==> config.mk <==
export PLATFORM = sky130hd
export DESIGN_NAME = ws2812b_frame_sched_flat
export DESIGN_NICKNAME = d
export VERILOG_FILES = /design/src/rtl/ws2812b_frame_sched_if.sv /design/src/rtl/ws2812b_frame_sched.sv /design/src/flat_wrapper.sv
export SDC_FILE = /design/constraint.sdc
export NUM_CORES = 1
export LEC_CHECK = 0
export ABC_AREA = 1
export CAP_MARGIN = 25
export CORE_MARGIN = 10
export CORE_UTILIZATION = 60
export CTS_CLUSTER_SIZE = 28
export DETAILED_ROUTE_END_ITERATION = 8
export GPL_TIMING_DRIVEN = 0
export PLACE_DENSITY = 0.94
export SYNTH_ARGS = -nofsm -noshare
export SYNTH_HDL_FRONTEND = slang
export SYNTH_SLANG_ARGS = --single-unit
==> constraint.sdc <==
create_clock -name i_sys_clk -period 2.4 [get_ports i_sys_clk]
set_clock_uncertainty 0.1 [all_clocks]
set_input_delay 0.6 -clock i_sys_clk [delete_from_list [all_inputs] [get_ports i_sys_clk]]
set_output_delay 0.6 -clock i_sys_clk [all_outputs]
set_load 0.005 [all_outputs]
==> src/rtl/ws2812b_frame_sched_if.sv <==
// Frame-buffer read port and serial bit stream between the WS2812B refresh
// scheduler (master) and the frame buffer / HL encoder pair (slave).
interface ws2812b_frame_sched_if #(
  parameter int ADDR_W = 6
);
  logic              rd_en;
  logic [ADDR_W-1:0] rd_addr;
  logic [23:0]       rd_data;
  logic              bit_valid;
  logic              bit_data;
  logic              bit_ready;

  modport master (
    output rd_en, rd_addr, bit_valid, bit_data,
    input  rd_data, bit_ready
  );

  modport slave (
    input  rd_en, rd_addr, bit_valid, bit_data,
    output rd_data, bit_ready
  );
endinterface

==> src/rtl/ws2812b_frame_sched.sv <==
// WS2812B refresh scheduler: periodic frame scan, GRB serialisation, latch gap.
// Optional BRIGHT_SCALE_EN adds i_bright, a per-byte right shift applied on load.
module ws2812b_frame_sched #(
  parameter int LED_NUM      = 64,
  parameter int ADDR_W       = 6,
  parameter int T_RESET      = 15000,
  parameter int FRAME_PERIOD = 1000000
) (
  input  logic                  i_sys_clk,
  input  logic                  i_sys_rst_n,
  input  logic                  i_en,
`ifdef BRIGHT_SCALE_EN
  input  logic [1:0]            i_bright,
`endif
  ws2812b_frame_sched_if.master io_led,
  output logic                  o_rst_gap,
  output logic                  o_buf_lock,
  output logic                  o_frame_done,
  output logic                  o_overrun
);

  localparam int TW = (FRAME_PERIOD > 1) ? $clog2(FRAME_PERIOD) : 1;
  localparam int GW = $clog2(T_RESET + 1);

  typedef enum logic [2:0] {S_IDLE, S_FETCH, S_LOAD, S_SHIFT, S_GAP} state_t;

  state_t            r_state, w_next;
  logic [TW-1:0]     r_timer;
  logic [ADDR_W-1:0] r_pix;
  logic [4:0]        r_bitcnt;
  logic [GW-1:0]     r_gap;
  logic [23:0]       r_shreg;

  logic              w_tick, w_acc, w_last_bit, w_last_pix, w_gap_end;
  logic [23:0]       w_load;

  assign w_tick     = i_en && (r_timer == TW'(FRAME_PERIOD - 1));
  assign w_acc      = (r_state == S_SHIFT) && io_led.bit_ready;
  assign w_last_bit = (r_bitcnt == 5'd23);
  assign w_last_pix = (r_pix == ADDR_W'(LED_NUM - 1));
  assign w_gap_end  = (r_gap == GW'(T_RESET));

`ifdef BRIGHT_SCALE_EN
  assign w_load = {io_led.rd_data[23:16] >> i_bright,
                   io_led.rd_data[15:8]  >> i_bright,
                   io_led.rd_data[7:0]   >> i_bright};
`else
  assign w_load = io_led.rd_data;
`endif

  // Timer keeps running during a frame so the refresh cadence is not stretched.
  always_ff @(posedge i_sys_clk) begin
    if (!i_sys_rst_n || !i_en)                   r_timer <= '0;
    else if (r_timer == TW'(FRAME_PERIOD - 1))   r_timer <= '0;
    else                                         r_timer <= r_timer + 1'b1;
  end

  always_ff @(posedge i_sys_clk) begin
    if (!i_sys_rst_n) r_state <= S_IDLE;
    else              r_state <= w_next;
  end

  always_ff @(posedge i_sys_clk) begin
    if (!i_sys_rst_n) begin
      r_pix    <= '0;
      r_bitcnt <= '0;
      r_gap    <= '0;
      r_shreg  <= '0;
    end else begin
      case (r_state)
        S_IDLE: begin
          r_pix <= '0;
          r_gap <= '0;
        end
        S_LOAD: begin
          r_shreg  <= w_load;
          r_bitcnt <= '0;
        end
        S_SHIFT: if (w_acc) begin
          r_shreg  <= {r_shreg[22:0], 1'b0};
          r_bitcnt <= r_bitcnt + 5'd1;
          if (w_last_bit && !w_last_pix) r_pix <= r_pix + 1'b1;
        end
        S_GAP: r_gap <= r_gap + 1'b1;
        default: ;
      endcase
    end
  end

  always_comb begin
    w_next = r_state;
    case (r_state)
      S_IDLE:  if (w_tick) w_next = S_FETCH;
      S_FETCH: w_next = S_LOAD;
      S_LOAD:  w_next = S_SHIFT;
      S_SHIFT: if (w_acc && w_last_bit) w_next = w_last_pix ? S_GAP : S_FETCH;
      S_GAP:   if (w_gap_end) w_next = S_IDLE;
      default: w_next = S_IDLE;
    endcase
  end

  // The frame_done cycle is the tail of GAP, so buf_lock still covers it.
  always_comb begin
    io_led.rd_en     = 1'b0;
    io_led.rd_addr   = r_pix;
    io_led.bit_valid = 1'b0;
    io_led.bit_data  = 1'b0;
    o_rst_gap        = 1'b0;
    o_frame_done     = 1'b0;
    o_buf_lock       = (r_state != S_IDLE);
    o_overrun        = w_tick && (r_state != S_IDLE);
    case (r_state)
      S_FETCH: io_led.rd_en = 1'b1;
      S_SHIFT: begin
        io_led.bit_valid = 1'b1;
        io_led.bit_data  = r_shreg[23];
      end
      S_GAP: begin
        o_rst_gap    = (r_gap < GW'(T_RESET));
        o_frame_done = w_gap_end;
      end
      default: ;
    endcase
  end

endmodule

==> src/flat_wrapper.sv <==
// flat-port wrapper written by rule: the top's interface ports become plain ports
module ws2812b_frame_sched_flat 
#(
  parameter int LED_NUM      = 64,
  parameter int ADDR_W       = 6,
  parameter int T_RESET      = 15000,
  parameter int FRAME_PERIOD = 1000000
)
  (i_sys_clk, i_sys_rst_n, i_en, o_rst_gap, o_buf_lock, o_frame_done, o_overrun, io_led_rd_en, io_led_rd_addr, io_led_bit_valid, io_led_bit_data, io_led_rd_data, io_led_bit_ready);
  ws2812b_frame_sched_if #(.ADDR_W(ADDR_W)) io_led_i ();
  input  logic i_sys_clk;
  input  logic i_sys_rst_n;
  input  logic i_en;
  output logic o_rst_gap;
  output logic o_buf_lock;
  output logic o_frame_done;
  output logic o_overrun;
  output wire logic [$bits(io_led_i.rd_en)-1:0] io_led_rd_en;
  output wire logic [$bits(io_led_i.rd_addr)-1:0] io_led_rd_addr;
  output wire logic [$bits(io_led_i.bit_valid)-1:0] io_led_bit_valid;
  output wire logic [$bits(io_led_i.bit_data)-1:0] io_led_bit_data;
  input wire logic [$bits(io_led_i.rd_data)-1:0] io_led_rd_data;
  input wire logic [$bits(io_led_i.bit_ready)-1:0] io_led_bit_ready;
  assign io_led_rd_en = io_led_i.rd_en;
  assign io_led_rd_addr = io_led_i.rd_addr;
  assign io_led_bit_valid = io_led_i.bit_valid;
  assign io_led_bit_data = io_led_i.bit_data;
  assign io_led_i.rd_data = io_led_rd_data;
  assign io_led_i.bit_ready = io_led_bit_ready;
  ws2812b_frame_sched #(.LED_NUM(LED_NUM), .ADDR_W(ADDR_W), .T_RESET(T_RESET), .FRAME_PERIOD(FRAME_PERIOD)) u_core (.i_sys_clk(i_sys_clk), .i_sys_rst_n(i_sys_rst_n), .i_en(i_en), .io_led(io_led_i), .o_rst_gap(o_rst_gap), .o_buf_lock(o_buf_lock), .o_frame_done(o_frame_done), .o_overrun(o_overrun));
endmodule
==> impl_metrics.toml <==
[power]
p_seq_share_pct = 45.3
combPwrFrac_pct = 29.3
ir_drop_mv = 0.480
p_sw_mw = 1.12
p_leak_nw = 1.61
cellPowerDensity_nw_per_um2 = 768
intPower_mw = 2.13
switching_share_pct = 34.5
clockPowerShare_pct = 25.4

[worst_setup_path]
worstPathRequired_ns = 1.70
rrSetupSlack_ns = 0.58
cp.arrival_ns = 1.59
critPathMaxStageDelay_ns = 0.53
cp_max_fo = 6
worstPathCellList = "nor2_4 > buf_4 > nand2_2 > clkdlybuf4s50_1"
rr_startpoint = "u_core.io_led.rd_addr[0]$_SDFFE_PN0P_"
path_buf_inv = 2
cp-start-kind = "register"
critPathKind = "reg2out"
r2r_end = "u_core.io_led.rd_addr[2]$_SDFFE_PN0P_"
cp_slowest_cell = "clkdlybuf4s50_1"
reg2reg_depth = 9
path_delay_family = "buffers and inverters"
end_kind = "output pin"

[logic_synthesis]
synth_area_um2 = 3520
synth_fp_nets = 527
synth_seq_cells = 72
ys_seq_area_share_pct = 41.0
postSynthAreaPerCell_um2 = 7.12
synthCells = 494
ys_types = 39
yosys_warnings = 0

[floorplanning]
die_w_um = 96.6
start_util_pct = 62.7
rows = 27
io_pins = 41
die_h_um = 96.6
core_um2 = 5610
die_area_um2 = 9320

[sta]
whs_ns = 0.352
timing.final.ws_setup_ns = 0.112
tightestPinTransition_ns = 0.520
clock.fmax_ghz = 0.437
finalHoldViolations = 0
slew_violations = 0
tns_ns = 0
period_needed_ns = 2.29
setup_viol = 0
fin_crit_sh_pct = 95.3
grt_setup_unrepaired = "false"
max_slew_margin_pct = 65.0

[cts]
cts_made_buffers = 9
clock_sinks = 72
clk_pin_slew_ns = 0.07
htreeDepth = 3
cts-root-buf = "clkbuf_8"
cts_tree = "yes"
cts_hold_buf = 0
clkLatencyLatePin_ns = 0.34
cts.path.max_buffers = 2

[finish]
antennaDiodeCount = 0
final_cell_count_no_fill = 623
drive_above_1_share_pct = 11.3
area_growth_pct = 20.5
final_core_util_pct = 75.5
finalNetCount = 579

[min_path]
holdPathEnd = "u_core.r_timer[0]$_SDFF_PP0_"
worstHoldStart = "u_core.r_timer[0]$_SDFF_PP0_"
hold_path_class = "reg2reg"
hold_path_depth = 1

[drt]
drt-total-wl_um = 8350
wl_per_cell_um = 13.4
drc = 0
firstDrtPassIters = 5
post_drt_via_cell_ratio = 5.61
num_vias = 3492
postRouteAntennaNets = 0
first_iter_violations = 202

[placement]
dp_cells = 606
pre_cts_ws_ns = -0.161
portBuffers = 40
gp_congestion = 0.920
dp_hpwl_um = 6200

[grt]
grt-ovfl-total = 0
grt_max_degree = 20
grt_pass1_vias = 3359
antenna_found_initial = 0
grt_usage_pct = 18.7
grt_pass1_wl_um = 14200

[outcome]
status = "completed"

[flow_run]
cap_violations = 0
## registers in the layout, indices dropped and copies added (netlist names)
register               cells
u_core.r_timer            20
u_core.io_led.rd_addr      6
u_core.r_gap              14
u_core.r_state             3
u_core.r_shreg            24
u_core.r_bitcnt            5
## Yosys cell counts (all sizes together)
library cell	number	area [um2]
nand3b	1	7.51
or3	1	6.26
inv	47	176
clkbuf	4	15.0
dfxtp	72	1440
or2	2	15.0
buf	11	71.3
nor3	9	56.3
nor4	1	6.26
o311ai	1	8.76
xnor2	6	52.6
clkinv	1	3.75
a21oi	32	164
nand4	8	50.1
ha	5	62.6
xor2	5	43.8
o211ai	1	12.5
nor2	58	240
o21bai	1	7.51
nor3b	4	40.0
nand2	123	479
a22oi	1	7.51
a31oi	26	163
nand3	36	190
o21a	2	15.0
o21ai	36	180
## metal layers
| metal | share of wire [%] | up-vias | global-route usage [%] |
|---|---|---|---|
| li1 | - | 1742 | - |
| met1 | 39 | 1587 | 19.7 |
| met2 | 51 | 138 | 32.8 |
| met3 | 7.5 | 25 | 6.86 |
| met4 | 2.3 | 0 | 8.35 |
| met5 | 0 | - | 0 |
## cells by family (layout without fill, tap and decap cells)
| family | after synthesis | in the layout | share of synthesized area (%) |
|---|---|---|---|
| xor+xnor | 11 | 11 | 2.74 |
| flops | 72 | 72 | 41.0 |
| compound gates | 100 | 100 | 15.9 |
| simple gates | 243 | 243 | 31.0 |
| fa+ha+maj | 5 | 5 | 1.78 |
| buf+inv | 63 | 120 | 7.58 |
## timing repair
action	4_1_cts	5_1_grt
resized for setup	21	7
endpoints found under the setup margin	5	4
pin swaps	3	0
setup buffers	2	1
## stage by stage
| step | power [mW] | cell area, um2 |
|---|---|---|
| after floorplan | 2.07 | 3520 |
| after global placement | 2.33 | 4010 |
| after detailed placement | 2.37 | 4010 |
| after CTS | 3.25 | 4230 |
| after global routing | 3.47 | 4240 |
| final | 3.25 | 4240 |
## power by group through the flow
stage / clock network, mW / logic (mW) / registers, mW
6_report: 0.826 / 0.953 / 1.47
4_1_cts: 0.842 / 0.937 / 1.47
5_1_grt: 0.897 / 1.08 / 1.49
3_5_place_dp: 0 / 0.891 / 1.48
2_1_floorplan: 0 / 0.612 / 1.46
3_3_place_gp: 0 / 0.857 / 1.48
## area by class of cell
class,instances,area (um2)
clock buffers,12,145
multi-input cells,359,1840
flip-flops and latches,72,1460
repair buffers,43,415
plain buffers,13,86.3
well taps,72,90.1
clock inverters,4,20.0
fillers,432,1370
inverters,48,180
## how the worst max path moves through the flow
stage                                               from         endpoint  slack (ns)  depth (start not counted)
after global routing        u_core.r_gap[0]$_SDFFE_PN0P_     o_frame_done        0.03                          7
final                     u_core.r_state[1]$_SDFFE_PN0P_       o_buf_lock        0.11                          4
after CTS                 u_core.r_state[0]$_SDFFE_PN0P_  io_led_bit_data       0.005                          7
after detailed placement                            i_en        o_overrun       -0.16                          4
after global placement                              i_en        o_overrun       -0.16                          4
after floorplan           u_core.r_state[1]$_SDFFE_PN0P_  io_led_bit_data        0.63                          6
## worst reg2reg max path: stages (launching register included)
cell,delay (ns)
dfxtp_1,0.40
ha_1,0.21
nand3_1,0.11
nor2_1,0.26
nand2_1,0.13
nand3_1,0.10
nand2_2,0.13
nand2_4,0.12
nand2_1,0.07
a21oi_2,0.12
## placed cells by master (no fill, tap or decap), drive strengths merged
master         instances
inv                   47
o311ai                 1
nor4                   1
nand3b                 1
dfxtp                 72
nand2                123
or2                    2
dlygate4sd2            4
xor2                   5
or3                    1
nor2                  58
a31oi                 26
a22oi                  1
nor3b                  4
o21ai                 36
ha                     5
a21oi                 32
xnor2                  6
dlymetal6s2s           1
nor3                   9
o211ai                 1
o21bai                 1
nand3                 36
clkdlybuf4s50         34
o21a                   2
nand4                  8
buf                   12
clkbuf                17
clkinv                 5
(Power assumes the default switching activity.)
==> RTL edit (same flow settings) <==
One comparison of `r_timer` changes from == to >=.
--- a/src/rtl/ws2812b_frame_sched.sv
+++ b/src/rtl/ws2812b_frame_sched.sv
@@ -34,7 +34,7 @@
   logic              w_tick, w_acc, w_last_bit, w_last_pix, w_gap_end;
   logic [23:0]       w_load;
 
-  assign w_tick     = i_en && (r_timer == TW'(FRAME_PERIOD - 1));
+  assign w_tick     = i_en && (r_timer >= TW'(FRAME_PERIOD - 1));
   assign w_acc      = (r_state == S_SHIFT) && io_led.bit_ready;
   assign w_last_bit = (r_bitcnt == 5'd23);
   assign w_last_pix = (r_pix == ADDR_W'(LED_NUM - 1));
Function: same outputs for any inputs over 10 cycles, from zero or initial values and one cycle with i_sys_rst_n low; that may be too few to reach the edited logic, so the function may still have changed.
==> RTL edit against the unedited design <==
Worst setup slack worse by 0.059 ns. Synthesized area down 2.5%. Hold slack worse by 0.0022 ns. Non-clock buffer count up 5. Utilization up 2.3 points. Die area down 1.9%. Sequential cell count unchanged. Critical endpoint is now io_led_rd_en. Wire length up 9.1%. Register-to-register slack worse by 0.15 ns. Design area up 1.8%. Global-route usage up 1.0 points. Power up 9.7%. Final cell count down 1.6%.
==> RTL edit: results (changes against the unedited design) <==
| Metric | Value |
|---|---|
| Status | finished, final reports clean |
| Distinct cells, synth | 36 (-7.7%) |
| First-pass detailed-route iteration total | 5 (unchanged) |
| Hold path depth | 1 (unchanged) |
| DP Wirelength | 6.07 mm (-2.1%) |
| H-Tree Depth | 3 (unchanged) |
| Largest cells by area after synthesis | dfxtp_1 (42%), nand2_1 (12%), o21ai_0 (5.8%), nor2_1 (5.6%), inv_1 (4.8%) |
| Leak Pwr | 1.67 nW (+3.6%) |
| Clk pin slew, worst setup/hold paths | 0.07 ns (about the same) |
| Pre-CTS WS | -0.176 ns (-0.0157 ns) |
| CP arrival | 1.65 ns (+0.06 ns) |
| Wire length of the first global-routing pass | 14.6 mm (+3.0%) |
| Largest net degree at the start of global routing | 19 (-5.0%) |
| Top post-synthesis cells by count | nand2_1 (113), dfxtp_1 (72), nor2_1 (51) |
| Via/cell ratio | 5.72 (+2.1%) |
| Type of the worst min-delay path | reg2reg |
| Num CTS Buffers | 9 (unchanged) |
| Slew headroom | 0.676 (+0.0256) |
| Regs by FF count | u_core.r_shreg x24, u_core.r_timer x20, u_core.r_gap x14 |
| Biggest register | u_core.r_shreg |
| Crit-path max cell delay | 0.54 ns |
| Root Driver | clkbuf_8 |
| Ant diodes | 0 (unchanged) |
| CP max-delay cell | clkdlybuf4s50_1 |
| GPL Wtd Cong | 0.877 (-4.7%) |
| Post-Route WL | 9.11 mm (+9.1%) |
| Syn Nets | 511 (-3.0%) |
| # port buffers | 40 (unchanged) |
| Yosys warns | 0 (unchanged) |
| Peak supply drop | 492 uV (+2.5%) |
| Maximum root-to-sink buffer count | 2 (unchanged) |
| Post-synthesis sequential area ratio | 0.420 (+0.0103) |
| Initial antenna violation count | 0 (unchanged) |
| Worst-path fanout max | 3 (-3) |
| Share of layout cells above drive strength 1 | 0.161 (+0.0483) |
| Vias in the first global route | 3272 (-2.6%) |
| Total Routing Usage GR | 0.198 (+0.0104) |
| Worst-skew pair later-pin latency | 0.35 ns |
| EDFF count, synth | 0 (unchanged) |
| Worst reg-to-reg path cell count | 11 (+2) |
| # fillers | 375 (-13%) |
| Final nets | 569 (-1.7%) |
| FFs w/ async S/R, synth | 0 (unchanged) |
| Largest delay contributor family on the critical path | buffers and inverters |
| DR iter-0 viols | 225 (+11%) |
RTL edit: cell types whose count changed after synthesis, sizes merged, moves of 3 or more:
cell and change:
xnor2 -4, o21ai +5, nand3 -16, nor3b -3, nor3 +6, nand2 -8, inv +5, xor2 +3
RTL edit: cell type report:
cell class                 count  area, um2  share of cell area
sequential                    72       1460               0.339
timing repair buffer          48        453               0.105
clock inverter                 6        108              0.0250
multi-input combinational    340       1800               0.418
clock buffer                  10        128              0.0296
buffer                        13       68.8              0.0160
inverter                      52        203              0.0470
tap                           72       90.1              0.0209
RTL edit: cell families after synthesis:
logic type	Yosys count	share of synthesized area
fa+ha+maj	5	0.0182
compound gates	104	0.168
simple gates	221	0.292
buf+inv	66	0.0762
xor+xnor	10	0.0255
flops	72	0.420
RTL edit: timing repair:
action,CTS,global route
setup endpoints to repair,6,4
hold endpoints to repair,0,0
pin swaps,3,6
resized for setup,24,27
setup buffers,5,3
RTL edit: per-layer routing:
layer	vias up	global-route usage	share of wire
met3	26	0.0401	0.069
met4	0	0.0971	0.024
met5	-	0	0
met2	164	0.352	0.51
li1	1696	-	-
met1	1621	0.218	0.39
RTL edit: path summary, 6_finish.rpt:
path                                         from                        to  slack [ns]
worst max-delay path            u_core.r_state[0]              io_led_rd_en        0.05
worst min-delay path            u_core.r_timer[0]         u_core.r_timer[0]        0.35
worst max register to register  u_core.r_state[2]  u_core.io_led.rd_addr[2]        0.43
worst min register to register  u_core.r_timer[0]         u_core.r_timer[0]        0.35
RTL edit: through the flow:
step           hold WS, ns  instances  total power, mW  cell area [um2]   util
2_1_floorplan        0.329        478             2.02             3430      -
3_3_place_gp         0.339        590             2.26             3920  0.708
3_5_place_dp         0.354        590             2.31             3920  0.708
4_1_cts              0.334        610             3.49             4230  0.764
5_1_grt              0.360        613             3.74             4310  0.778
6_report             0.350        613             3.57             4310  0.778
RTL edit: where the power goes:
part	total (mW)	switching, mW	internal [mW]
sequential	1.50	0.126	1.37
combinational	0.916	0.546	0.371
clock	1.15	0.466	0.687
